<file path="src/rtl/attack_scheduler.sv">
// attack_scheduler: turns key request edges into timed NORM/SPEC attack windows with cooldown and special charge.
// Optional one-deep normal-attack queue when ATTACK_QUEUE_EN is defined.
module attack_scheduler #(
  parameter int CNT_W      = 27,
  parameter int NORM_DUR   = 12_500_000,
  parameter int SPEC_DUR   = 67_108_864,
  parameter int NORM_CD    = 6_250_000,
  parameter int SPEC_CD    = 25_000_000,
  parameter int FRAME_DIV  = 4_194_304,
  parameter int CHARGE_MAX = 3
) (
  input  logic       clk,
  input  logic       rst,
  input  logic       atk_norm_req,
  input  logic       atk_spec_req,
  output logic       atk_active,
  output logic [1:0] atk_type,
  output logic [2:0] atk_frame,
  output logic       atk_start,
  output logic       atk_done,
  output logic       atk_reject,
  output logic       cooling,
  output logic [2:0] charge
);
  typedef enum logic [1:0] {IDLE, NORM, SPEC, COOL} state_t;
  localparam logic [CNT_W-1:0] NORM_LAST  = CNT_W'(NORM_DUR - 1);
  localparam logic [CNT_W-1:0] SPEC_LAST  = CNT_W'(SPEC_DUR - 1);
  localparam logic [CNT_W-1:0] NCD_LOAD   = CNT_W'(NORM_CD > 0 ? NORM_CD - 1 : 0);
  localparam logic [CNT_W-1:0] SCD_LOAD   = CNT_W'(SPEC_CD > 0 ? SPEC_CD - 1 : 0);
  localparam logic [CNT_W-1:0] FRAME_LAST = CNT_W'(FRAME_DIV - 1);
  localparam logic [2:0]       CMAX       = 3'(CHARGE_MAX);
  state_t state, state_nxt;
  logic [CNT_W-1:0] timer, timer_nxt, fcnt;
  logic [2:0] frame, charge_nxt;
  logic norm_d, spec_d, norm_edge, spec_edge, busy;
  logic pend, pend_nxt, q_take, q_ready;
  logic start_nxt, done_nxt, reject_nxt;
  assign norm_edge = atk_norm_req & ~norm_d;
  assign spec_edge = atk_spec_req & ~spec_d;
  assign busy      = state != IDLE;
`ifdef ATTACK_QUEUE_EN
  assign q_take = busy & norm_edge & ~pend;
`else
  assign q_take = 1'b0;
`endif
  assign q_ready = pend | q_take;
  // COOL counts the timer down from CD-1 so the cooldown length needs no memory of the attack type
  always_comb begin
    state_nxt  = state;
    timer_nxt  = timer + CNT_W'(1);
    charge_nxt = charge;
    pend_nxt   = pend | q_take;
    start_nxt  = 1'b0;
    done_nxt   = 1'b0;
    reject_nxt = busy & (spec_edge | (norm_edge & ~q_take));
    case (state)
      IDLE: begin
        timer_nxt = '0;
        if (spec_edge && charge == CMAX) begin
          state_nxt  = SPEC;
          charge_nxt = '0;
          start_nxt  = 1'b1;
        end else begin
          reject_nxt = spec_edge;
          state_nxt  = norm_edge ? NORM : IDLE;
          start_nxt  = norm_edge;
        end
      end
      NORM: if (timer == NORM_LAST) begin
        charge_nxt = (charge == CMAX) ? charge : charge + 3'd1;
        done_nxt   = 1'b1;
        timer_nxt  = NCD_LOAD;
        state_nxt  = COOL;
        if (NORM_CD == 0) begin
          timer_nxt = '0;
          state_nxt = q_ready ? NORM : IDLE;
          start_nxt = q_ready;
          pend_nxt  = 1'b0;
        end
      end
      SPEC: if (timer == SPEC_LAST) begin
        done_nxt  = 1'b1;
        timer_nxt = SCD_LOAD;
        state_nxt = COOL;
        if (SPEC_CD == 0) begin
          timer_nxt = '0;
          state_nxt = q_ready ? NORM : IDLE;
          start_nxt = q_ready;
          pend_nxt  = 1'b0;
        end
      end
      COOL: begin
        timer_nxt = timer - CNT_W'(1);
        if (timer == '0) begin
          timer_nxt = '0;
          state_nxt = q_ready ? NORM : IDLE;
          start_nxt = q_ready;
          pend_nxt  = 1'b0;
        end
      end
      default: state_nxt = IDLE;
    endcase
  end
  always_ff @(posedge clk or negedge rst) begin
    if (!rst) begin
      state      <= IDLE;
      timer      <= '0;
      fcnt       <= '0;
      frame      <= '0;
      charge     <= '0;
      norm_d     <= 1'b0;
      spec_d     <= 1'b0;
      pend       <= 1'b0;
      atk_start  <= 1'b0;
      atk_done   <= 1'b0;
      atk_reject <= 1'b0;
    end else begin
      state      <= state_nxt;
      timer      <= timer_nxt;
      charge     <= charge_nxt;
      norm_d     <= atk_norm_req;
      spec_d     <= atk_spec_req;
      pend       <= pend_nxt;
      atk_start  <= start_nxt;
      atk_done   <= done_nxt;
      atk_reject <= reject_nxt;
      if (start_nxt || !(state_nxt == NORM || state_nxt == SPEC)) begin
        fcnt  <= '0;
        frame <= '0;
      end else if (fcnt == FRAME_LAST) begin
        fcnt  <= '0;
        frame <= frame + 3'd1;
      end else begin
        fcnt <= fcnt + CNT_W'(1);
      end
    end
  end
  assign atk_active = (state == NORM) || (state == SPEC);
  assign atk_type   = {state == SPEC, state == NORM};
  assign atk_frame  = frame;
  assign cooling    = state == COOL;
endmodule

</file>
<file path="config.mk">
export PLATFORM = sky130hd
export DESIGN_NAME = attack_scheduler
export DESIGN_NICKNAME = d
export VERILOG_FILES = /design/src/rtl/attack_scheduler.sv
export SDC_FILE = /design/constraint.sdc
export NUM_CORES = 1
export LEC_CHECK = 0
export BUFFER_PORTS_ARGS = -buffer_cell sky130_fd_sc_hd__buf_2
export CAP_MARGIN = 20
export CORE_AREA = 4 4 67 114
export DETAILED_ROUTE_END_ITERATION = 10
export DIE_AREA = 0 0 71 118
export PLACE_DENSITY = 0.83
export SETUP_SLACK_MARGIN = 0.15
export SLEW_MARGIN = 20
export SYNTH_ARGS = -nofsm -noshare
export SYNTH_HDL_FRONTEND = slang
export SYNTH_SLANG_ARGS = --single-unit
</file>
<file path="constraint.sdc">
create_clock -name clk -period 6 [get_ports clk]
set_input_delay 0.9 -clock clk [delete_from_list [all_inputs] [get_ports clk]]
set_output_delay 0.9 -clock clk [all_outputs]
set_load 0.02 [all_outputs]
</file>
==> metrics.md, run 1 <==
| Metric | Value |
|---|---|
| Outcome | `finished clean` |
| IR drop worst, VDD | `0.0001696 V` |
| Worst min path class | `reg -> reg` |
| Lkg Pwr | `1.904 nW` |
| Crit Path Max Fanout | `13` |
| Number of sinks driven by the clock tree | `67` |
| Total overflow reported by the global router | `0` |
| HPWL after detailed placement | `7.554 mm` |
| Via-per-instance ratio | `6.725` |
| Initial DRC count | `436` |
| Mapped Cells | `508` |
| Post-cts repair resize count | `0` |
| Worst R2R Start | `timer[0]` |
| Post-CTS setup repair buffer count | `0` |
| Clock transition at the registers of the reported paths | `0.06 ns` |
| Via count | `3941` |
| Crit path to | `fcnt[8]` |
| Clock tree from TritonCTS | `yes` |
| Tightest slew margin relative to the limit | `37.09%` |
| Hold-fix buffers, CTS | `0` |
| Setup Crit Path Kind | `reg -> reg` |
| TritonCTS buffer count | `9` |
| Number of fill cells in the layout | `502` |
| Number of cell rows | `39` |
| Total wirelength of the detailed-routed design | `11.36 mm` |
| Sequential area share after synthesis | `38.37%` |
| Worst endpoint data arrival time | `3.34 ns` |
| Highest clock rate | `0.3156 GHz` |
| Number of global-route vias before repair | `3962` |
| Register-to-register setup slack | `2.83 ns` |
| Tot Pwr | `1.081 mW` |
| Longest Clk Path Bufs | `2` |
| Final number of hold-violating endpoints | `0` |
| Final worst path period share | `52.80%` |
| Number of nets with antenna violations after detailed routing | `0` |
| Number of enable-type register cells in the synthesized netlist | `0` |
| Data required, critical path | `6.17 ns` |
| Tot GR Track Use | `28.74%` |
| Skew-Pair Late Insertion Delay | `0.34 ns` |
| Setup TNS | `0 ns` |
| Crit path from | `timer[0]` |
| Chip width | `71 microns` |
| Most used flip-flop cell after synthesis | `sky130_fd_sc_hd__dfrtp_1` |
| Type of origin of the critical path | `register` |
| Starting density of the core | `65.84%` |
| Summed instance area of the synthesized netlist | `0.004369 sq mm` |
| Pin count of the biggest net entering global routing | `68` |
| # DRC | `0` |
| Fraction of layout instances using a drive strength above 1 | `9.921%` |
| Worst Reg2Reg Path Length in Cells | `8` |
| Number of max-capacitance violations reported | `0` |
| Crit end category | `register` |
| Count of warnings emitted by yosys | `0` |
| Nets@finish | `515` |
| Multi-input gate area in the final layout | `0.002442 sq mm` |
| Global-route wire length before repair | `19.15 mm` |
| Final setup violating endpoints | `0` |
| Minimum clock period | `3.168 ns` |
| First-pass DRT Iterations | `5` |
| Chip height | `118 microns` |
| Sequential standard cell area | `0.001677 sq mm` |
| Area of the die | `0.008378 sq mm` |
| Flip-flop and latch count after synthesis | `67` |
| Worst setup skew after layout | `0.008679 ns` |
| RSZ-0062 raised after global routing | `false` |
| Buffers on Ports | `16` |
| Pwr Density | `229.6 mW/mm^2` |
| Std-Cell Core Area | `0.006636 sq mm` |
| Final slew viol count | `0` |
| Drt wl/cell | `19.38 microns` |
| Initial antenna violation count | `0` |
| Async S/R FF share, synth | `100.0%` |
| Weighted congestion reported at the end of routability-driven placement | `0.9273` |
| Synth cell types | `67` |
| Average cell area after synthesis | `8.601 sq um` |
| H-tree depth | `3` |
| I/O pin count | `17` |
| Layout overhead on the synthesized area | `7.761%` |
| Antenna Diode Count | `0` |
| Clock Root Buffer | `sky130_fd_sc_hd__clkbuf_16` |
| Synthesized netlist net count | `523` |
| Slew @ Worst Pin | `0.9401 ns` |
| Worst reg2reg path endpoint | `fcnt[8]` |
==> routing by layer <==
layer	vias to the layer above	wire length, microns	GRT usage [%]
met5	-	0	0
met4	0	578	18.47
met3	47	606	4.615
met2	172	5869	47.62
met1	1889	4301	33.65
li1	1833	-	-
==> critical path: stages (launching register included) <==
cell,delay (ns)
sky130_fd_sc_hd__dfrtp_1,0.44
sky130_fd_sc_hd__inv_1,0.12
sky130_fd_sc_hd__ha_1,0.22
sky130_fd_sc_hd__nor4b_1,0.54
sky130_fd_sc_hd__nand3_2,0.29
sky130_fd_sc_hd__o311ai_2,0.34
sky130_fd_sc_hd__a221oi_1,0.15
sky130_fd_sc_hd__nor2_1,0.76
sky130_fd_sc_hd__nor3_1,0.14
==> placed cells by master, fill, tap and decap left out, drive strengths merged, types with 6 or more instances in the layout <==
master / synthesis / layout
and2: 9 / 9
dfrtp: 67 / 67
o21ai: 26 / 26
a31oi: 8 / 8
buf: 18 / 21
nor4: 12 / 12
nand4: 16 / 16
or2: 6 / 6
nand2: 40 / 40
inv: 14 / 14
nand2b: 7 / 7
clkbuf: 22 / 10
nand3: 29 / 29
or4: 7 / 7
nor2: 51 / 51
a21oi: 23 / 23
ha: 11 / 11
nor3: 25 / 25
xor2: 23 / 23
xnor2: 15 / 15
==> worst min path at each step <==
stage	cells after the start	slack [ns]	end	startpoint
after floorplan	1	0.47	fcnt[0]	fcnt[0]
after global placement	2	0.49	charge[1]	charge[1]
after detailed placement	2	0.51	charge[1]	charge[1]
after CTS	2	0.52	charge[1]	charge[1]
after global routing	2	0.53	charge[1]	charge[1]
final	2	0.52	charge[1]	charge[1]
==> registers in the layout (all words and copies together), names as in the netlist <==
signal      count
atk_start       1
atk_reject      1
timer          27
charge          3
atk_frame       3
norm_d          1
fcnt           27
atk_done        1
spec_d          1
state           2
==> where the power goes <==
group | total, mW | switching (mW) | internal, mW
clock | 0.563 | 0.192 | 0.371
combinational | 0.0602 | 0.0467 | 0.0135
sequential | 0.458 | 0.00258 | 0.455
==> metrics by stage <==
stage	worst slack [ns]	utilization, %	area, sq um	instances	hold WS [ns]
finish	2.832	70.95	4708	586	0.5158
global route	2.606	70.95	4708	586	0.5348
CTS	2.890	70.95	4708	586	0.5181
detailed placement	2.885	66.18	4392	571	0.5054
global placement	3.109	66.18	4392	571	0.4895
floorplan	3.440	-	4369	508	0.4699
==> kinds of logic (layout without fill, tap and decap cells) <==
logic type | after synthesis | after routing | share of synthesized area, %
AND/OR/NAND/NOR | 228 | 228 | 27.41
AO/OA/AOI/OAI | 109 | 109 | 17.38
flip-flops | 67 | 67 | 38.37
buffers and inverters | 54 | 50 | 5.842
XOR/XNOR | 38 | 38 | 7.617
adder cells (fa/ha/maj) | 11 | 11 | 3.150
multiplexers | 1 | 1 | 0.2291
==> synthesized netlist by cell type (all sizes together), types with 5 or more instances <==
cell type / instances / area [sq um]
a21oi: 23 / 115.1
a221oi: 5 / 43.79
a31oi: 8 / 50.05
and2: 9 / 56.30
buf: 18 / 118.9
clkbuf: 22 / 83.83
dfrtp: 67 / 1677
ha: 11 / 137.6
inv: 14 / 52.55
nand2: 40 / 150.1
nand2b: 7 / 43.79
nand3: 29 / 150.1
nand4: 16 / 100.1
nor2: 51 / 191.4
nor3: 25 / 125.1
nor4: 12 / 75.07
o21ai: 26 / 133.9
o31ai: 5 / 37.54
or2: 6 / 37.54
or3: 5 / 36.28
or4: 7 / 60.06
xnor2: 15 / 131.4
xor2: 23 / 201.4
==> final cells by class <==
class                   instances  share of cell area, %
flip-flops and latches         67                  35.61
clock inverters                 5                  1.648
repair buffers                 21                  2.498
inverters                      14                  1.116
well taps                      82                  2.179
clock buffers                  10                  5.076
multi-input cells             387                  51.87
Power figures use the tool's default switching activity.
==> run 2: changes to the inputs <==
--- a/config.mk
+++ b/config.mk
@@ -5,12 +5,13 @@
 export SDC_FILE = /design/constraint.sdc
 export NUM_CORES = 1
 export LEC_CHECK = 0
+export ABC_AREA = 1
 export BUFFER_PORTS_ARGS = -buffer_cell sky130_fd_sc_hd__buf_2
 export CAP_MARGIN = 20
-export CORE_AREA = 4 4 67 114
+export CORE_AREA = 4 4 74 128
 export DETAILED_ROUTE_END_ITERATION = 10
-export DIE_AREA = 0 0 71 118
-export PLACE_DENSITY = 0.83
+export DIE_AREA = 0 0 78 132
+export PLACE_DENSITY = 0.79
 export SETUP_SLACK_MARGIN = 0.15
 export SLEW_MARGIN = 20
 export SYNTH_ARGS = -nofsm -noshare
==> constraint.sdc (replaced) <==
create_clock -name clk -period 3 [get_ports clk]
set_input_delay 0.45 -clock clk [delete_from_list [all_inputs] [get_ports clk]]
set_output_delay 0.45 -clock clk [all_outputs]
set_load 0.02 [all_outputs]
==> metrics.md, run 2 <==
| Metric | Value |
|---|---|
| HPWL after detailed placement | `11.33 mm (+50%)` |
| Fraction of layout instances using a drive strength above 1 | `15.20% (+5.3 points)` |
| Data required, critical path | `3.27 ns (-2.90 ns)` |
| First-pass DRT Iterations | `5 (unchanged)` |
| Synth cell types | `38 (-43%)` |
| Sequential area share after synthesis | `32.13% (-6.2 points)` |
| Biggest regs | `fcnt x27, timer x27` |
| Met1 Usage GRT | `29.42% (-4.2 points)` |
| Buffers on Ports | `16 (unchanged)` |
| Most frequent cells after synthesis | `162 x sky130_fd_sc_hd__nand2_1, 93 x sky130_fd_sc_hd__inv_1, 79 x sky130_fd_sc_hd__nor2_1, 67 x sky130_fd_sc_hd__dfrtp_1, 56 x sky130_fd_sc_hd__nand3_1` |
| Total overflow reported by the global router | `0 (unchanged)` |
| Summed instance area of the synthesized netlist | `0.005218 sq mm (+19%)` |
| Crit end category | `register` |
| Clock tree from TritonCTS | `yes` |
| Std-Cell Core Area | `0.008502 sq mm (+28%)` |
| Weighted congestion reported at the end of routability-driven placement | `1.060 (+14%)` |
| Number of max-capacitance violations reported | `0 (unchanged)` |
| Setup Crit Path Kind | `reg -> reg` |
| Met2 routing resource usage after global routing | `55.63% (+8.0 points)` |
| IR drop worst, VDD | `0.0002653 V (+56%)` |
| Setup TNS | `0 ns (unchanged)` |
| Worst min path class | `in -> reg` |
| Clock Root Buffer | `sky130_fd_sc_hd__clkbuf_16` |
| Skew-Pair Late Insertion Delay | `0.34 ns (about the same)` |
| Worst R2R Start | `timer[0]` |
| Average cell area after synthesis | `7.267 sq um (-16%)` |
| Largest area contributor in the synthesized netlist | `sky130_fd_sc_hd__dfrtp_1` |
| Area of the die | `0.01030 sq mm (+23%)` |
| Lkg Pwr | `2.708 nW (+42%)` |
| Antenna Diode Count | `0 (unchanged)` |
| Number of global-route vias before repair | `5130 (+29%)` |
| Initial DRC count | `344 (-21%)` |
| Number of nets with antenna violations after detailed routing | `0 (unchanged)` |
| Final worst path period share | `86.39% (+34 points)` |
| Nets@finish | `747 (+45%)` |
| Most area-consuming cells after synthesis | `sky130_fd_sc_hd__dfrtp_1 32%, sky130_fd_sc_hd__nand2_1 12%, sky130_fd_sc_hd__nor2_4 7.3%` |
| Crit path to | `atk_frame[2]` |
| Via-per-instance ratio | `5.755 (-14%)` |
| Outcome | `finished clean` |
| Layout overhead on the synthesized area | `8.537%` |
| Via count | `4915 (+25%)` |
| Post-CTS setup repair buffer count | `0 (unchanged)` |
| Count of warnings emitted by yosys | `0 (unchanged)` |
| Async S/R FF share, synth | `100.0% (unchanged)` |
| Most numerous cell in the Yosys netlist | `sky130_fd_sc_hd__nand2_1` |
| Longest Clk Path Bufs | `2 (unchanged)` |
| Pin count of the biggest net entering global routing | `68 (unchanged)` |
| Final number of hold-violating endpoints | `0 (unchanged)` |
| Gr busiest metal | `met2` |
| Final slew viol count | `0 (unchanged)` |
| Number of placed instances with taps included | `838 (+47%)` |
| TritonCTS buffer count | `9 (unchanged)` |
| Starting density of the core | `61.37% (-4.5 points)` |
| Minimum clock period | `2.592 ns (-0.5767 ns)` |
| Initial antenna violation count | `0 (unchanged)` |
| Crit path from | `timer[0]` |
| Non-filler instance count after layout | `854 (+46%)` |
| Tot GR Track Use | `30.77% (+2.0 points)` |
| Pwr Density | `443.5 mW/mm^2 (+93%)` |
| Slew @ Worst Pin | `0.8710 ns (-0.06907 ns)` |
| Number of cell rows | `45 (+15%)` |
| Number of sinks driven by the clock tree | `67 (unchanged)` |
| I/O pin count | `17 (unchanged)` |
| Tightest slew margin relative to the limit | `41.93% (+4.8 points)` |
| RSZ-0062 raised after global routing | `false` |
| Chip height | `132 microns (+12%)` |
| Final setup violating endpoints | `0 (unchanged)` |
| Crit Path Max Fanout | `16 (+3)` |
| Chip width | `78 microns (+9.9%)` |
| Worst reg2reg path endpoint | `atk_frame[2]` |
| Leading cell types in the layout, fill and taps excluded | `162 x sky130_fd_sc_hd__nand2_1, 93 x sky130_fd_sc_hd__inv_1, 79 x sky130_fd_sc_hd__nor2_1` |
| Worst endpoint data arrival time | `2.86 ns (-0.48 ns)` |
| Global-route wire length before repair | `24.47 mm (+28%)` |
| Synthesized netlist net count | `733 (+40%)` |
| Highest clock rate | `0.3859 GHz (+22%)` |
| Drt wl/cell | `17.58 microns (-9.3%)` |
| Clock transition at the registers of the reported paths | `0.06 ns (about the same)` |
| Post-cts repair resize count | `0 (unchanged)` |
| Number of enable-type register cells in the synthesized netlist | `0 (unchanged)` |
| Hold-fix buffers, CTS | `0 (unchanged)` |
| Flip-flop and latch count after synthesis | `67 (unchanged)` |
| Worst Reg2Reg Path Length in Cells | `15 (+7)` |
| Most common cell after layout, fill and taps aside | `sky130_fd_sc_hd__nand2_1` |
| Type of origin of the critical path | `register` |
| Total wirelength of the detailed-routed design | `15.01 mm (+32%)` |
| Worst setup skew after layout | `0.008536 ns (-0.0001426 ns)` |
| Area fraction of the dominant cell type after synthesis | `32.13% (-6.2 points)` |
| Most used flip-flop cell after synthesis | `sky130_fd_sc_hd__dfrtp_1` |
| H-tree depth | `3 (unchanged)` |
| # DRC | `0 (unchanged)` |
| Global routing usage on met3 | `4.856% (+0.24 points)` |
| Mapped Cells | `718 (+41%)` |
| Register-to-register setup slack | `0.41 ns (-2.42 ns)` |
run 2: area by class of cell:
type / instances / area (sq um)
clock buffer: 10 / 229.0
sequential: 67 / 1677
tap: 117 / 146.4
multi-input combinational: 531 / 3007
clock inverter: 6 / 66.31
timing repair buffer: 24 / 165.2
inverter: 99 / 372.9
fill: 765 / 2839
run 2: routing by layer:
layer | routed length [microns] | part of all wire (%) | up-vias
met5 | 0 | 0 | -
met4 | 1354 | 9.0 | 0
met3 | 651 | 4.3 | 100
met2 | 8029 | 53 | 197
met1 | 4974 | 33 | 2297
li1 | - | - | 2321
run 2: critical path, cell delays in order, from the launching register on:
cell,delay (ns)
sky130_fd_sc_hd__dfrtp_1,0.41
sky130_fd_sc_hd__inv_1,0.13
sky130_fd_sc_hd__ha_1,0.20
sky130_fd_sc_hd__nand2_1,0.09
sky130_fd_sc_hd__nor2_2,0.13
sky130_fd_sc_hd__nand2_2,0.14
sky130_fd_sc_hd__nor2_4,0.17
sky130_fd_sc_hd__nand2_2,0.10
sky130_fd_sc_hd__nand2_4,0.20
sky130_fd_sc_hd__nand2_1,0.09
sky130_fd_sc_hd__nand3_2,0.09
sky130_fd_sc_hd__nand2_4,0.06
sky130_fd_sc_hd__nand2_2,0.08
sky130_fd_sc_hd__nand3_4,0.26
sky130_fd_sc_hd__buf_12,0.28
sky130_fd_sc_hd__nor2_4,0.08
run 2: logic make-up (layout without fill, tap and decap cells):
group	after synthesis	in the layout	share of synthesized area [%]
and+or+nand+nor	415	415	41.25
buffers and inverters	120	139	10.24
DFF	67	67	32.13
AOI/OAI and AO/OA	65	65	7.027
xor gates and xnor gates	40	40	6.715
adders and majority gates	11	11	2.638
run 2: how the worst min path moves through the flow:
stage,from,endpoint,cells after the start
after floorplan,rst,atk_done,0
after global routing,atk_norm_req,norm_d,1
final,atk_norm_req,norm_d,1
after CTS,atk_spec_req,spec_d,1
after detailed placement,norm_d,atk_reject,1
after global placement,norm_d,atk_reject,1
run 2: through the flow:
| step | worst slack [ns] | util (%) | cell area [sq um] | power (mW) | hold slack (ns) |
|---|---|---|---|---|---|
| after global placement | 0.5013 | 63.13 | 5368 | 1.457 | 0.4421 |
| after detailed placement | 0.4293 | 63.13 | 5368 | 1.466 | 0.4630 |
| after floorplan | 1.005 | - | 5218 | 1.341 | 0.1544 |
| final | 0.4084 | 66.61 | 5663 | 2.512 | 0.2307 |
| after CTS | 0.4007 | 66.61 | 5663 | 2.526 | 0.2222 |
| after global routing | 0.2001 | 66.61 | 5663 | 2.613 | 0.2321 |
run 2: power by group:
group          leakage [nW]  total [mW]  switching (mW)  internal [mW]
clock network         0.135        1.06           0.412          0.643
logic                  1.65       0.497           0.357          0.140
registers             0.925       0.959          0.0245          0.934
total                  2.71        2.51           0.794           1.72
==> run 3: changes to the inputs <==
--- a/config.mk
+++ b/config.mk
@@ -5,13 +5,13 @@
 export SDC_FILE = /design/constraint.sdc
 export NUM_CORES = 1
 export LEC_CHECK = 0
-export ABC_AREA = 1
+export ABC_AREA = 0
 export BUFFER_PORTS_ARGS = -buffer_cell sky130_fd_sc_hd__buf_2
 export CAP_MARGIN = 20
-export CORE_AREA = 4 4 74 128
+export CORE_AREA = 4 4 69 119
 export DETAILED_ROUTE_END_ITERATION = 10
-export DIE_AREA = 0 0 78 132
-export PLACE_DENSITY = 0.79
+export DIE_AREA = 0 0 73 123
+export PLACE_DENSITY = 0.78
 export SETUP_SLACK_MARGIN = 0.15
 export SLEW_MARGIN = 20
 export SYNTH_ARGS = -nofsm -noshare
==> metrics.md, run 3 (same netlist as run 1, synthesis figures left out) <==
| Metric | Value |
|---|---|
| Clock transition at the registers of the reported paths | `0.05 ns (about the same)` |
| Initial DRC count | `294 (-15%)` |
| Worst setup skew after layout | `0.007766 ns (-0.0007705 ns)` |
| Clock tree from TritonCTS | `yes` |
| Worst min path class | `in -> async` |
| # DRC | `0 (unchanged)` |
| Clock power share | `51.9% (+9.9 points)` |
| HPWL after detailed placement | `8.698 mm (-23%)` |
| Layout overhead on the synthesized area | `11.74%` |
| Type of origin of the critical path | `register` |
| Setup TNS | `0 ns (unchanged)` |
| Setup Crit Path Kind | `reg -> reg` |
| Lkg Pwr | `2.011 nW (-26%)` |
| Longest Clk Path Bufs | `2 (unchanged)` |
| Portion of total power attributed to sequential cells | `42.0% (+3.8 points)` |
| Biggest regs | `fcnt x27, timer x27` |
| Tightest slew margin relative to the limit | `42.62% (+0.69 points)` |
| IR drop worst, VDD | `0.0002935 V (+11%)` |
| I/O pin count | `17 (unchanged)` |
| Buffers on Ports | `16 (unchanged)` |
| Via count | `4105 (-16%)` |
| Number of max-capacitance violations reported | `0 (unchanged)` |
| Final worst path period share | `90.02% (+3.6 points)` |
| Via-per-instance ratio | `6.718 (+17%)` |
| Number of nets with antenna violations after detailed routing | `0 (unchanged)` |
| Nets@finish | `537 (-28%)` |
| Slew @ Worst Pin | `0.8607 ns (-0.01039 ns)` |
| Data required, critical path | `3.24 ns (-0.03 ns)` |
| Leading cell types in the layout, fill and taps excluded | `67 x sky130_fd_sc_hd__dfrtp_1, 51 x sky130_fd_sc_hd__nor2_1, 40 x sky130_fd_sc_hd__nand2_1` |
| Outcome | `finished clean` |
| Area of the die | `0.008979 sq mm (-13%)` |
| Clock Root Buffer | `sky130_fd_sc_hd__clkbuf_16` |
| RSZ-0062 raised after global routing | `false` |
| Initial antenna violation count | `0 (unchanged)` |
| Number of global-route vias before repair | `4206 (-18%)` |
| Placed standard-cell area | `0.004562 sq mm (-15%)` |
| Number of placed instances with taps included | `597 (-29%)` |
| Number of cell rows | `41 (-8.9%)` |
| Std-Cell Core Area | `0.007233 sq mm (-15%)` |
| Worst endpoint data arrival time | `2.94 ns (+0.08 ns)` |
| Final slew viol count | `0 (unchanged)` |
| H-tree depth | `3 (unchanged)` |
| Starting density of the core | `60.40% (-0.96 points)` |
| Pwr Density | `446.5 mW/mm^2 (+0.68%)` |
| Drt wl/cell | `20.05 microns (+14%)` |
| Skew-Pair Late Insertion Delay | `0.33 ns (about the same)` |
| Chip height | `123 microns (-6.8%)` |
| Hold-fix buffers, CTS | `0 (unchanged)` |
| Post-CTS setup repair buffer count | `0 (unchanged)` |
| Fraction of layout instances using a drive strength above 1 | `13.71% (-1.5 points)` |
| Total overflow reported by the global router | `0 (unchanged)` |
| Chip width | `73 microns (-6.4%)` |
| Switching power of the nets | `471.4 uW (-41%)` |
| Final number of hold-violating endpoints | `0 (unchanged)` |
| Total wirelength of the detailed-routed design | `12.25 mm (-18%)` |
| Fraction of power consumed by combinational cells | `6.1% (-14 points)` |
| Weighted congestion reported at the end of routability-driven placement | `1.001 (-5.6%)` |
| Final setup violating endpoints | `0 (unchanged)` |
| First-pass DRT Iterations | `5 (unchanged)` |
| Tot GR Track Use | `29.19% (-1.6 points)` |
| Crit end category | `register` |
| Global-route wire length before repair | `20.17 mm (-18%)` |
| Crit Path Max Fanout | `10 (-6)` |
| Highest clock rate | `0.3703 GHz (-4.0%)` |
| Area of all placed cells without fillers | `0.004882 sq mm (-14%)` |
| Internal power consumption | `1.709 mW (-0.52%)` |
| Share of total power consumed by net switching | `21.62% (-10 points)` |
| Most common cell after layout, fill and taps aside | `sky130_fd_sc_hd__dfrtp_1` |
| TritonCTS buffer count | `9 (unchanged)` |
| Antenna Diode Count | `0 (unchanged)` |
| Minimum clock period | `2.701 ns (+0.1091 ns)` |
| Pin count of the biggest net entering global routing | `40 (-41%)` |
| Number of sinks driven by the clock tree | `67 (unchanged)` |
| Non-filler instance count after layout | `611 (-28%)` |
==> run 3: changes by cell type in the layout (fill, tap and decap cells not counted), moves of 8 or more <==
cell	change
sky130_fd_sc_hd__nor2_1	-28
sky130_fd_sc_hd__xor2_1	-8
sky130_fd_sc_hd__and2_1	+9
sky130_fd_sc_hd__nand2_1	-122
sky130_fd_sc_hd__inv_1	-79
sky130_fd_sc_hd__buf_4	+21
sky130_fd_sc_hd__nor2_2	-8
sky130_fd_sc_hd__nand3_1	-28
sky130_fd_sc_hd__nand2_2	-11
sky130_fd_sc_hd__nor2_4	-34
==> run 3: per-layer routing <==
layer	wire length, microns	GRT usage (%)
met5	0	0
met3	829	5.696
met4	814	21.36
met1	4105	29.22
met2	6501	51.79
==> run 3: what timing repair did <==
| item | in CTS | in global routing |
|---|---|---|
| endpoints found under the setup margin | 0 | 7 |
| gates resized for setup | 0 | 2 |
| hold endpoints to repair | 0 | 0 |
==> run 3: worst paths after layout <==
kind,from,to,slack (ns),cells after the start
hold reg to reg,charge[2],charge[2],0.51,2
min in group clk,atk_norm_req,norm_d,0.24,1
setup / recovery,state[0],timer[22],0.30,8
max in group asynchronous,rst,timer[13],1.96,2
setup reg to reg,state[0],timer[22],0.30,8
hold / removal,rst,fcnt[0],0.23,1
==> run 3: cell type report <==
cell class	instances	area, sq um
inverters	14	52.55
clock inverters	2	60.06
flip-flops and latches	67	1677
clock buffers	12	256.5
fillers	578	2351
repair buffers	43	282.8
well taps	86	107.6
multi-input cells	387	2446
==> run 3: power groups by stage <==
stage | logic, mW | clock network, mW | registers [mW]
global route | 0.145 | 1.17 | 0.916
finish | 0.133 | 1.13 | 0.916
detailed placement | 0.130 | 0 | 0.931
CTS | 0.131 | 1.15 | 0.915
global placement | 0.128 | 0 | 0.930
floorplan | 0.0737 | 0 | 0.932
==> run 3: metrics by stage <==
step / setup slack (ns) / power [mW] / utilization (%) / hold WS (ns)
after floorplan: 0.4404 / 1.006 / - / 0.1544
after global placement: 0.3426 / 1.059 / 63.07 / 0.4877
after detailed placement: 0.2825 / 1.061 / 63.07 / 0.4964
after CTS: 0.2841 / 2.195 / 67.45 / 0.2337
after global routing: 0.1566 / 2.232 / 67.50 / 0.2437
final: 0.2993 / 2.180 / 67.50 / 0.2253
==> run 3: worst max-delay path, stage by stage, from the launching register on <==
cell and delay [ns]:
sky130_fd_sc_hd__dfrtp_1 0.42, sky130_fd_sc_hd__inv_1 0.15, sky130_fd_sc_hd__ha_2 0.27, sky130_fd_sc_hd__inv_1 0.13
sky130_fd_sc_hd__or4b_1 0.55, sky130_fd_sc_hd__or2_2 0.36, sky130_fd_sc_hd__and2_1 0.31, sky130_fd_sc_hd__and4b_1 0.25
sky130_fd_sc_hd__nor3_1 0.16
